$ cat src/rtl/lsu_ctrl_pkg.sv
// lsu_ctrl_pkg -- shared constants for the load/store unit controller.
// Holds the FSM state encoding, the 6-bit load/store opcodes, the
// byte-lane write-enable patterns and small decode helpers used by
// lsu_ctrl and lsu_ctrl_load_ext. No ports (package).
package lsu_ctrl_pkg;

  typedef enum logic [1:0] {
    ST_IDLE  = 2'd0,
    ST_ISSUE = 2'd1,
    ST_WAIT  = 2'd2,
    ST_RESP  = 2'd3
  } lsu_state_e;

  // Opcodes (MIPS primary-opcode values).
  localparam logic [5:0] OP_LB  = 6'h20;
  localparam logic [5:0] OP_LH  = 6'h21;
  localparam logic [5:0] OP_LW  = 6'h23;
  localparam logic [5:0] OP_LBU = 6'h24;
  localparam logic [5:0] OP_LHU = 6'h25;
  localparam logic [5:0] OP_SB  = 6'h28;
  localparam logic [5:0] OP_SH  = 6'h29;
  localparam logic [5:0] OP_SW  = 6'h2B;

  // Byte-lane write enables, lane k carries byte k of the word.
  localparam logic [3:0] WEA_NONE    = 4'b0000;
  localparam logic [3:0] WEA_LO_HALF = 4'b0011;
  localparam logic [3:0] WEA_HI_HALF = 4'b1100;
  localparam logic [3:0] WEA_WORD    = 4'b1111;

  function automatic logic is_load(input logic [5:0] op);
    case (op)
      OP_LB, OP_LH, OP_LW, OP_LBU, OP_LHU: is_load = 1'b1;
      default:                             is_load = 1'b0;
    endcase
  endfunction

  function automatic logic is_store(input logic [5:0] op);
    case (op)
      OP_SB, OP_SH, OP_SW: is_store = 1'b1;
      default:             is_store = 1'b0;
    endcase
  endfunction

  function automatic logic misaligned(input logic [5:0] op, input logic [1:0] a);
    case (op)
      OP_LH, OP_LHU, OP_SH: misaligned = a[0];
      OP_LW, OP_SW:         misaligned = |a;
      default:              misaligned = 1'b0;
    endcase
  endfunction

  // Low address bits with the misaligned part forced to zero.
  function automatic logic [1:0] align_low(input logic [5:0] op, input logic [1:0] a);
    case (op)
      OP_LH, OP_LHU, OP_SH: align_low = {a[1], 1'b0};
      OP_LW, OP_SW:         align_low = 2'b00;
      default:              align_low = a;
    endcase
  endfunction

  function automatic logic [3:0] store_wea(input logic [5:0] op, input logic [1:0] a);
    case (op)
      OP_SB:   store_wea = 4'b0001 << a;
      OP_SH:   store_wea = a[1] ? WEA_HI_HALF : WEA_LO_HALF;
      OP_SW:   store_wea = WEA_WORD;
      default: store_wea = WEA_NONE;
    endcase
  endfunction

  // Store data replicated across lanes so the enabled lanes see the right bytes.
  function automatic logic [31:0] store_wdata(input logic [5:0] op, input logic [31:0] d);
    case (op)
      OP_SB:   store_wdata = {4{d[7:0]}};
      OP_SH:   store_wdata = {2{d[15:0]}};
      OP_SW:   store_wdata = d;
      default: store_wdata = 32'h0;
    endcase
  endfunction

endpackage

$ cat src/rtl/lsu_ctrl_if.sv
// lsu_ctrl_if -- request, RAM and response signals of the LSU controller.
// slave modport: the controller. master modport: the EX stage / RAM side.
//
// Handshake: a request transfers on a rising clk edge where req_valid=1,
// req_ready=1 and flush=0. req_ready depends only on controller state, never
// on req_valid. resp_valid is a one-cycle pulse with no back-pressure.
// mem_en/mem_wea/mem_addr/mem_wdata are valid only while mem_en=1;
// mem_rdata is expected one cycle after the mem_en cycle.
interface lsu_ctrl_if;
  logic        req_valid;
  logic        req_ready;
  logic [5:0]  op;
  logic [31:0] addr;
  logic [31:0] wdata;
  logic        flush;
  logic        mem_en;
  logic [3:0]  mem_wea;
  logic [15:0] mem_addr;
  logic [31:0] mem_wdata;
  logic [31:0] mem_rdata;
  logic        resp_valid;
  logic [31:0] resp_data;
  logic        exc_adel;
  logic        exc_ades;
  logic [31:0] badvaddr;
  logic        stall;

  modport slave (
    input  req_valid, op, addr, wdata, flush, mem_rdata,
    output req_ready, mem_en, mem_wea, mem_addr, mem_wdata,
           resp_valid, resp_data, exc_adel, exc_ades, badvaddr, stall
  );

  modport master (
    output req_valid, op, addr, wdata, flush, mem_rdata,
    input  req_ready, mem_en, mem_wea, mem_addr, mem_wdata,
           resp_valid, resp_data, exc_adel, exc_ades, badvaddr, stall
  );
endinterface

$ cat src/rtl/lsu_ctrl_load_ext.sv
// lsu_ctrl_load_ext -- combinational load-result extraction.
// Ports: op_i (opcode), addr_i (byte offset in word), rdata_i (RAM word),
//        data_o (selected byte/halfword sign- or zero-extended, or full word;
//        0 for non-load opcodes).
module lsu_ctrl_load_ext
  import lsu_ctrl_pkg::*;
(
  input  logic [5:0]  op_i,
  input  logic [1:0]  addr_i,
  input  logic [31:0] rdata_i,
  output logic [31:0] data_o
);
  logic [7:0]  byte_sel;
  logic [15:0] half_sel;

  always_comb begin
    byte_sel = rdata_i[{addr_i, 3'b000} +: 8];
    half_sel = addr_i[1] ? rdata_i[31:16] : rdata_i[15:0];
    case (op_i)
      OP_LB:   data_o = {{24{byte_sel[7]}}, byte_sel};
      OP_LBU:  data_o = {24'h0, byte_sel};
      OP_LH:   data_o = {{16{half_sel[15]}}, half_sel};
      OP_LHU:  data_o = {16'h0, half_sel};
      OP_LW:   data_o = rdata_i;
      default: data_o = 32'h0;
    endcase
  end
endmodule

$ cat src/rtl/lsu_ctrl.sv
// lsu_ctrl -- load/store unit controller, FSM IDLE -> ISSUE -> WAIT -> RESP.
// Ports: clk, resetn (synchronous, active low), bus (lsu_ctrl_if.slave:
//        request, RAM port, response, exceptions, stall), state_o (FSM state).
// Option macro LSU_ALIGN_EXC_EN: misaligned accesses raise exc_adel/exc_ades
// with badvaddr instead of having their low address bits forced to zero.
module lsu_ctrl
  import lsu_ctrl_pkg::*;
(
  input  logic       clk,
  input  logic       resetn,
  lsu_ctrl_if.slave  bus,
  output lsu_state_e state_o
);
  lsu_state_e  state_q, state_d;
  logic [5:0]  op_q, op_d;
  logic [31:0] addr_q, addr_d;
  logic [31:0] wdata_q, wdata_d;
  logic [31:0] rdata_q, rdata_d;
  logic        exc_q, exc_d;
  logic [31:0] ext_data;
  logic        issue, resp_fire;

  always_ff @(posedge clk) begin
    if (!resetn) begin
      state_q <= ST_IDLE;
      op_q    <= '0;
      addr_q  <= '0;
      wdata_q <= '0;
      rdata_q <= '0;
      exc_q   <= 1'b0;
    end else begin
      state_q <= state_d;
      op_q    <= op_d;
      addr_q  <= addr_d;
      wdata_q <= wdata_d;
      rdata_q <= rdata_d;
      exc_q   <= exc_d;
    end
  end

  always_comb begin
    state_d = state_q;
    op_d    = op_q;
    addr_d  = addr_q;
    wdata_d = wdata_q;
    rdata_d = rdata_q;
    exc_d   = exc_q;
    case (state_q)
      ST_IDLE: begin
        if (bus.req_valid) begin
          op_d    = bus.op;
          wdata_d = bus.wdata;
`ifdef LSU_ALIGN_EXC_EN
          addr_d  = bus.addr;
          exc_d   = misaligned(bus.op, bus.addr[1:0]);
          // Misaligned and unsupported requests skip the RAM entirely.
          state_d = ((is_load(bus.op) || is_store(bus.op)) && !exc_d) ? ST_ISSUE : ST_RESP;
`else
          addr_d  = {bus.addr[31:2], align_low(bus.op, bus.addr[1:0])};
          exc_d   = 1'b0;
          state_d = (is_load(bus.op) || is_store(bus.op)) ? ST_ISSUE : ST_RESP;
`endif
        end
      end
      ST_ISSUE: state_d = ST_WAIT;
      ST_WAIT: begin
        rdata_d = bus.mem_rdata;
        state_d = ST_RESP;
      end
      default:  state_d = ST_IDLE;
    endcase
    // Flush wins over everything, including a request arriving in IDLE.
    if (bus.flush) state_d = ST_IDLE;
  end

  lsu_ctrl_load_ext u_load_ext (
    .op_i    (op_q),
    .addr_i  (addr_q[1:0]),
    .rdata_i (rdata_q),
    .data_o  (ext_data)
  );

  assign issue     = (state_q == ST_ISSUE);
  // A flush in RESP cancels the response pulse.
  assign resp_fire = (state_q == ST_RESP) && !bus.flush;

  // Gated by resetn so every output reads 0 while reset is held.
  assign bus.req_ready = resetn && (state_q == ST_IDLE);
  assign bus.stall     = resetn && ((state_q != ST_IDLE) || bus.req_valid);

  // A write already in ISSUE is not affected by flush.
  assign bus.mem_en    = issue;
  assign bus.mem_wea   = issue ? store_wea(op_q, addr_q[1:0]) : WEA_NONE;
  assign bus.mem_addr  = issue ? addr_q[17:2] : 16'h0;
  assign bus.mem_wdata = issue ? store_wdata(op_q, wdata_q) : 32'h0;

  assign bus.resp_valid = resp_fire;
  assign bus.resp_data  = (resp_fire && is_load(op_q) && !exc_q) ? ext_data : 32'h0;

`ifdef LSU_ALIGN_EXC_EN
  assign bus.exc_adel = resp_fire && exc_q && is_load(op_q);
  assign bus.exc_ades = resp_fire && exc_q && !is_load(op_q);
  assign bus.badvaddr = (resp_fire && exc_q) ? addr_q : 32'h0;
`else
  assign bus.exc_adel = 1'b0;
  assign bus.exc_ades = 1'b0;
  assign bus.badvaddr = 32'h0;
  // Upper address bits only matter for badvaddr.
  logic unused_addr_hi;
  assign unused_addr_hi = ^addr_q[31:18];
`endif

  assign state_o = state_q;
endmodule
$ cat src/flat_wrapper.sv
// flat-port wrapper written by rule: the top's interface ports become plain ports
module lsu_ctrl_flat import lsu_ctrl_pkg::*;
  (clk, resetn, state_o, bus_req_valid, bus_op, bus_addr, bus_wdata, bus_flush, bus_mem_rdata, bus_req_ready, bus_mem_en, bus_mem_wea, bus_mem_addr, bus_mem_wdata, bus_resp_valid, bus_resp_data, bus_exc_adel, bus_exc_ades, bus_badvaddr, bus_stall);
  lsu_ctrl_if bus_i ();
  input  logic clk;
  input  logic resetn;
  output lsu_state_e state_o;
  input wire logic [$bits(bus_i.req_valid)-1:0] bus_req_valid;
  input wire logic [$bits(bus_i.op)-1:0] bus_op;
  input wire logic [$bits(bus_i.addr)-1:0] bus_addr;
  input wire logic [$bits(bus_i.wdata)-1:0] bus_wdata;
  input wire logic [$bits(bus_i.flush)-1:0] bus_flush;
  input wire logic [$bits(bus_i.mem_rdata)-1:0] bus_mem_rdata;
  output wire logic [$bits(bus_i.req_ready)-1:0] bus_req_ready;
  output wire logic [$bits(bus_i.mem_en)-1:0] bus_mem_en;
  output wire logic [$bits(bus_i.mem_wea)-1:0] bus_mem_wea;
  output wire logic [$bits(bus_i.mem_addr)-1:0] bus_mem_addr;
  output wire logic [$bits(bus_i.mem_wdata)-1:0] bus_mem_wdata;
  output wire logic [$bits(bus_i.resp_valid)-1:0] bus_resp_valid;
  output wire logic [$bits(bus_i.resp_data)-1:0] bus_resp_data;
  output wire logic [$bits(bus_i.exc_adel)-1:0] bus_exc_adel;
  output wire logic [$bits(bus_i.exc_ades)-1:0] bus_exc_ades;
  output wire logic [$bits(bus_i.badvaddr)-1:0] bus_badvaddr;
  output wire logic [$bits(bus_i.stall)-1:0] bus_stall;
  assign bus_i.req_valid = bus_req_valid;
  assign bus_i.op = bus_op;
  assign bus_i.addr = bus_addr;
  assign bus_i.wdata = bus_wdata;
  assign bus_i.flush = bus_flush;
  assign bus_i.mem_rdata = bus_mem_rdata;
  assign bus_req_ready = bus_i.req_ready;
  assign bus_mem_en = bus_i.mem_en;
  assign bus_mem_wea = bus_i.mem_wea;
  assign bus_mem_addr = bus_i.mem_addr;
  assign bus_mem_wdata = bus_i.mem_wdata;
  assign bus_resp_valid = bus_i.resp_valid;
  assign bus_resp_data = bus_i.resp_data;
  assign bus_exc_adel = bus_i.exc_adel;
  assign bus_exc_ades = bus_i.exc_ades;
  assign bus_badvaddr = bus_i.badvaddr;
  assign bus_stall = bus_i.stall;
  lsu_ctrl u_core (.clk(clk), .resetn(resetn), .bus(bus_i), .state_o(state_o));
endmodule
$ cat config.mk
export PLATFORM = sky130hd
export DESIGN_NAME = lsu_ctrl_flat
export DESIGN_NICKNAME = d
export VERILOG_FILES = /design/src/rtl/lsu_ctrl_pkg.sv /design/src/rtl/lsu_ctrl_if.sv /design/src/rtl/lsu_ctrl_load_ext.sv /design/src/rtl/lsu_ctrl.sv /design/src/flat_wrapper.sv
export SDC_FILE = /design/constraint.sdc
export NUM_CORES = 1
export LEC_CHECK = 0
export ABC_CLOCK_PERIOD_IN_PS = 2800
export CORE_MARGIN = 2
export CORE_UTILIZATION = 30
export DETAILED_ROUTE_END_ITERATION = 12
export GPL_ROUTABILITY_DRIVEN = 0
export SKIP_CTS_REPAIR_TIMING = 1
export SLEW_MARGIN = 10
export SYNTH_ARGS = -nofsm -noshare
export SYNTH_HDL_FRONTEND = slang
export SYNTH_SLANG_ARGS = --single-unit
$ cat constraint.sdc
create_clock -name clk -period 2.8 [get_ports clk]
set_input_delay 0.28 -clock clk [delete_from_list [all_inputs] [get_ports clk]]
set_output_delay 0.28 -clock clk [all_outputs]
set_load 0.005 [all_outputs]
After elaboration in Yosys (flattened, before gate mapping)
Index checks and enable logic that the tools add are counted.
{"block": "word_totals", "ff_bits": 90, "in_bits": 106, "elab_cells": 64, "output_inout_bits": 124}
{"block": "classes", "shifts": 2, "n_reduce_logical": 16, "n_eq_ne": 20, "bitwise": 1, "n_mux": 20}
{"cell": "32-bit case mux with 5 select lines", "n": 1}
{"cell": "6-bit == test (second input constant)", "n": 16}
{"cell": "32-bit case mux with 3 select lines", "n": 1}
{"cell": "32-bit 2-to-1 mux", "n": 2}
{"cell": "16-bit 2-to-1 mux", "n": 2}
{"cell": "32-bit by 6-bit indexed part select with 8-bit output", "n": 1}
{"cell": "4-bit case mux with 3 select lines", "n": 1}
{"cell": "5-bit OR reduction", "n": 2}
{"cell": "4-bit 2-to-1 mux", "n": 2}
{"cell": "1-bit 2-to-1 mux", "n": 7}
{"cell": "2-bit case mux with 3 select lines", "n": 1}
{"cell": "3-bit OR reduction", "n": 2}
{"cell": "2-bit == test (second input constant)", "n": 2}
{"cell": "1-bit logical AND", "n": 4}
{"cell": "2-bit 2-to-1 mux", "n": 2}
{"cell": "2-bit case mux with 2 select lines", "n": 1}
{"cell": "2-bit OR reduction", "n": 2}
{"cell": "1-bit by 2-bit << shifter with 4-bit output (first input constant)", "n": 1}
{"cell": "2-bit by 1-bit == test with 1-bit output (second input constant)", "n": 1}
{"cell": "2-bit zero test", "n": 1}
{"cell": "1-bit logical OR", "n": 2}
{"cell": "2-bit != test (second input constant)", "n": 1}
{"cell": "2-bit AND reduction", "n": 1}
{"cell": "2-bit nonzero test", "n": 1}
{"cell": "2 further kinds", "n": 2}

Longest topological paths before layout
{"block": "logic_depth", "word_depth": 9, "mapped_depth": 7, "mapped_depth_nobuf": 6}

Hierarchy
Synthesis repeated with hierarchy kept, for this count alone.
{"block": "hier_totals", "cells_unflattened": 653, "area_unflattened_um2": 5322.6}
{"module": "lsu_ctrl", "area_each_um2": 4649.5, "seq_area_each_um2": 1801.7, "n_inst": 1, "cells_per_inst": 563}
{"module": "lsu_ctrl_load_ext", "area_each_um2": 673.1, "seq_area_each_um2": 0.0, "n_inst": 1, "cells_per_inst": 90}

Worst setup path before layout
OpenSTA, ideal clock, no wires.
{"block": "synth_timing", "path_type": "flip-flop to output port", "from": "register u_core.op_q[0]", "to": "output port bus_resp_data[10]", "n_path_buf": 2, "path_stages_with_launch": 6, "path_slack_ns": 0.977, "arrival_ns": 1.543, "cell_sequence": "dfxtp_1 > buf_4 > nor4_4 > or3b_1 > buf_6 > a21oi_1"}
{"block": "synth_between", "elab_chain_cells": 5}
{"item": "from (decl)", "line": "lsu_ctrl.sv:15", "source": "logic [5:0] op_q, op_d;"}
{"item": "from (signal assigned)", "line": "lsu_ctrl.sv:33", "source": "op_q <= op_d;"}
{"item": "6-bit == test", "line": "lsu_ctrl_pkg.sv:31, lsu_ctrl_load_ext.sv:19"}
{"item": "5-bit OR reduction", "line": "lsu_ctrl_pkg.sv:31", "source": "case (op)"}
{"item": "1-bit 2-to-1 mux", "line": "lsu_ctrl_pkg.sv:31"}
{"item": "1-bit logical AND", "line": "lsu_ctrl.sv:98", "source": "assign bus.resp_data = (resp_fire && is_load(op_q) && !exc_q) ? ext_data : 32'h0;"}
{"item": "32-bit 2-to-1 mux (*)", "line": "lsu_ctrl.sv:98"}
{"item": "to (decl)", "line": "flat_wrapper.sv:20", "source": "output wire logic [$bits(bus_i.resp_data)-1:0] bus_resp_data;"}
Mark *: on every way between the ends. The rest lies on a longest branch, timed or not.

Final worst setup path
{"block": "layout_timing", "from": "register u_core.addr_q[1]", "to": "output port bus_resp_data[15]"}
{"block": "layout_between", "elab_chain_cells": 3}
{"item": "from (decl)", "line": "lsu_ctrl.sv:16", "source": "logic [31:0] addr_q, addr_d;"}
{"item": "from (signal assigned)", "line": "lsu_ctrl.sv:34", "source": "addr_q <= addr_d;"}
{"item": "32-bit by 6-bit indexed part select with 8-bit output / 16-bit 2-to-1 mux (equally long branches)", "line": "lsu_ctrl_load_ext.sv:17, lsu_ctrl_load_ext.sv:18"}
{"item": "32-bit case mux with 5 select lines (*)", "line": "lsu_ctrl_load_ext.sv:19", "source": "case (op_i)"}
{"item": "32-bit 2-to-1 mux (*)", "line": "lsu_ctrl.sv:98"}
Marks and branches as above.

==> results.ini <==
[status]
status=finished clean

[synth]
synth_top_cell_area_share=0.348
synth_cell_types=41
synthFlopType=dfxtp_1
syn_area_um2=5170
synth_top_cell_by_area=dfxtp_1
synth_simple_gate_area_share=0.250
syn_area_per_cell_um2=8.30
synth_mux_area_frac=0.117
synth_top_family_by_area=simple AND/OR/NAND/NOR gates
synth_edf_count=0
async_flop_share=0
synthXorXnorAreaFrac=0
netlist_top_cells_area=dfxtp_1 35%, nand2_1 11%, a21boi_0 11%
synth_warnings=0
synth_compound_area_frac=0.182
synth_cells=623
ys_seq_area_frac=0.348
yosys_register_bits=90
synthAdderAreaFrac=0.00968

[floorplanning]
ios=230
start_util=0.310
num_rows=47
fp.dieArea_um2=18300
die_w_um=135
die_h_um=135
coreArea_um2=16700

[critical_path]
path_cells=mux2i_1, mux2_2, or3b_1, a21oi_1, clkdlybuf4s50_1
critPathMaxStageDelay_ns=0.53
path_delay_family=buffers and inverters
worstPathMaxFanout=8
crit_path_top_delay_cell=clkdlybuf4s50_1
critical_path_class=register to primary output
worstSetupEndpointType=primary output
crit_path_start_kind=register
critPathBufInv=1
required_ns=2.52
cp_data_arrival_time_ns=2.41

[timing]
finalMaxSlewViolations=0
worstMarginPinSlew_ns=0.642
post-route-min-period_ns=2.69
hold_violations=0
setup_violations=0
fin_tns_setup_ns=0
rsz0062_at_grt=false
skew_ns=0.00814
fmax_mhz=371
relSlewSlack=0.572
finalCritPeriodShare=0.962

[clock_network]
clk_path_buf_depth=2
clock-sinks=90
cts_tree=done
insertion_delay_ns=0.35
h-tree-depth=3
numCtsBuffers=9
root_buffer=clkbuf_16
clk_pin_slew_ns=0.07

[global_route]
grt_pass1_vias=4490
grt_usage=0.171
grt-ovfl-total=0
grt_antenna_before_repair=0
grt_max_degree=76
grt_first_pass_wirelength_um=24300

[final_layout]
area_delta_synth_final_pct=44.2
design_area_um2=7460
drive_above_1_share=0.0902
fin_nets=903
stdcell_count=1019

[power_and_ir_drop]
peakVddDrop_uv=269
p_leak_nw=2.53
power.density_nw_per_um2=426

[placement]
place_inst=1001
dpl.hpwl_um=11600
port-buffer-count=181
place_area_um2=7110

[routing]
drc_errors=0
via_count=4742
detail-route-antenna-nets=0
drt_iter0_drc=266
wl_um=16000
wire_per_inst_um=15.7
dr.pass1.iters=5
vias_per_cell=4.65

[job]
cap_violations=0

[worst_hold_path]
hp-class=input port to register

[layout by cell type, fill, tap and decap left out, types with 4 or more instances in the layout]
cell type | netlist | routed
clkdlybuf4s50_1 | 0 | 180
a21oi_1 | 31 | 31
buf_4 | 37 | 19
dfxtp_1 | 90 | 86
nor2_1 | 17 | 17
a222oi_1 | 7 | 7
conb_1 | 1 | 34
mux4_2 | 6 | 6
a22oi_1 | 9 | 9
nand3_1 | 4 | 4
nand2b_1 | 5 | 5
mux2i_1 | 34 | 34
and2_1 | 26 | 25
mux2_2 | 9 | 9
clkbuf_16 | 0 | 9
a21boi_0 | 73 | 73
o21ai_0 | 4 | 4
nor2b_1 | 36 | 35
dfxtp_2 | 0 | 4
nand2_1 | 157 | 155
a22o_1 | 7 | 7
inv_1 | 4 | 4
[worst reg2reg max path, delay by kind of cell, from the launching register on]
family / cells / cell delay, ns
AO/OA/AOI/OAI: 1 / 0.17
buffers and inverters: 2 / 0.42
adder cells (fa/ha/maj): 1 / 0.27
AND/OR/NAND/NOR: 2 / 0.56
flip-flops: 1 / 0.41
[report_power, final]
part | switching [W] | internal, W
Sequential | 0.0000654 | 0.00135
Clock | 0.000541 | 0.000746
Combinational | 0.000210 | 0.000260
Total | 0.000816 | 0.00236
[sequential cells by signal (all words and copies together), names as in the netlist]
signal          count
u_core.addr_q      18
u_core.op_q         6
u_core.state_o      2
u_core.rdata_q     32
u_core.wdata_q     32
[metal layers]
layer | track usage | share of wire
met1 | 0.224 | 0.44
met2 | 0.276 | 0.47
met3 | 0.0471 | 0.077
met4 | 0.0544 | 0.012
met5 | 0 | 0
[stage by stage]
| step | setup slack [ns] | hold WS, ns | total power [W] | util |
|---|---|---|---|---|
| finish | 0.107 | 0.354 | 0.00318 | 0.447 |
| global route | 0.00139 | 0.362 | 0.00331 | 0.446 |
| CTS | -0.00983 | 0.344 | 0.00321 | 0.444 |
| detailed placement | 0.379 | 0.453 | 0.00192 | 0.426 |
| global placement | 0.402 | 0.446 | 0.00192 | 0.426 |
| floorplan | 0.977 | 0.425 | 0.00172 | - |
[Yosys cell counts, drive strengths merged (3+ instances only)]
cell      n
a22oi     9
nand2b    6
mux2i    34
ha        4
nand2   157
nor4      3
mux4      7
buf      52
a21boi   73
dfxtp    90
and2     26
nor2     17
a21oi    31
nor2b    36
mux2      9
a222oi    7
nand3     4
o21ai     4
clkbuf   26
a22o      7
inv       4
[worst paths after layout]
kind,cells past startpoint,end,slack (ns),start
max reg2reg,6,u_core.addr_q[3],0.90,u_core.state_o[0]
min,2,u_core.rdata_q[22],0.35,resetn
min reg2reg,2,u_core.addr_q[12],0.46,u_core.addr_q[12]
max,5,bus_resp_data[15],0.11,u_core.addr_q[1]
[layout make-up]
class | count | area (um^2)
fill | 1691 | 9240
multi-input combinational | 484 | 3020
timing repair buffer | 204 | 2020
sequential | 90 | 1810
tap | 220 | 275
clock buffer | 11 | 253
clock inverter | 5 | 60.1
inverter | 4 | 15.0
antenna | 1 | 2.50
[logic make-up after synthesis]
kind of cell / after synthesis
AOI/OAI and AO/OA: 133
other: 1
adders and majority gates: 4
buffers and inverters: 82
DFF: 90
and+or+nand+nor: 263
muxes: 50
Power figures use the tool's default switching activity.
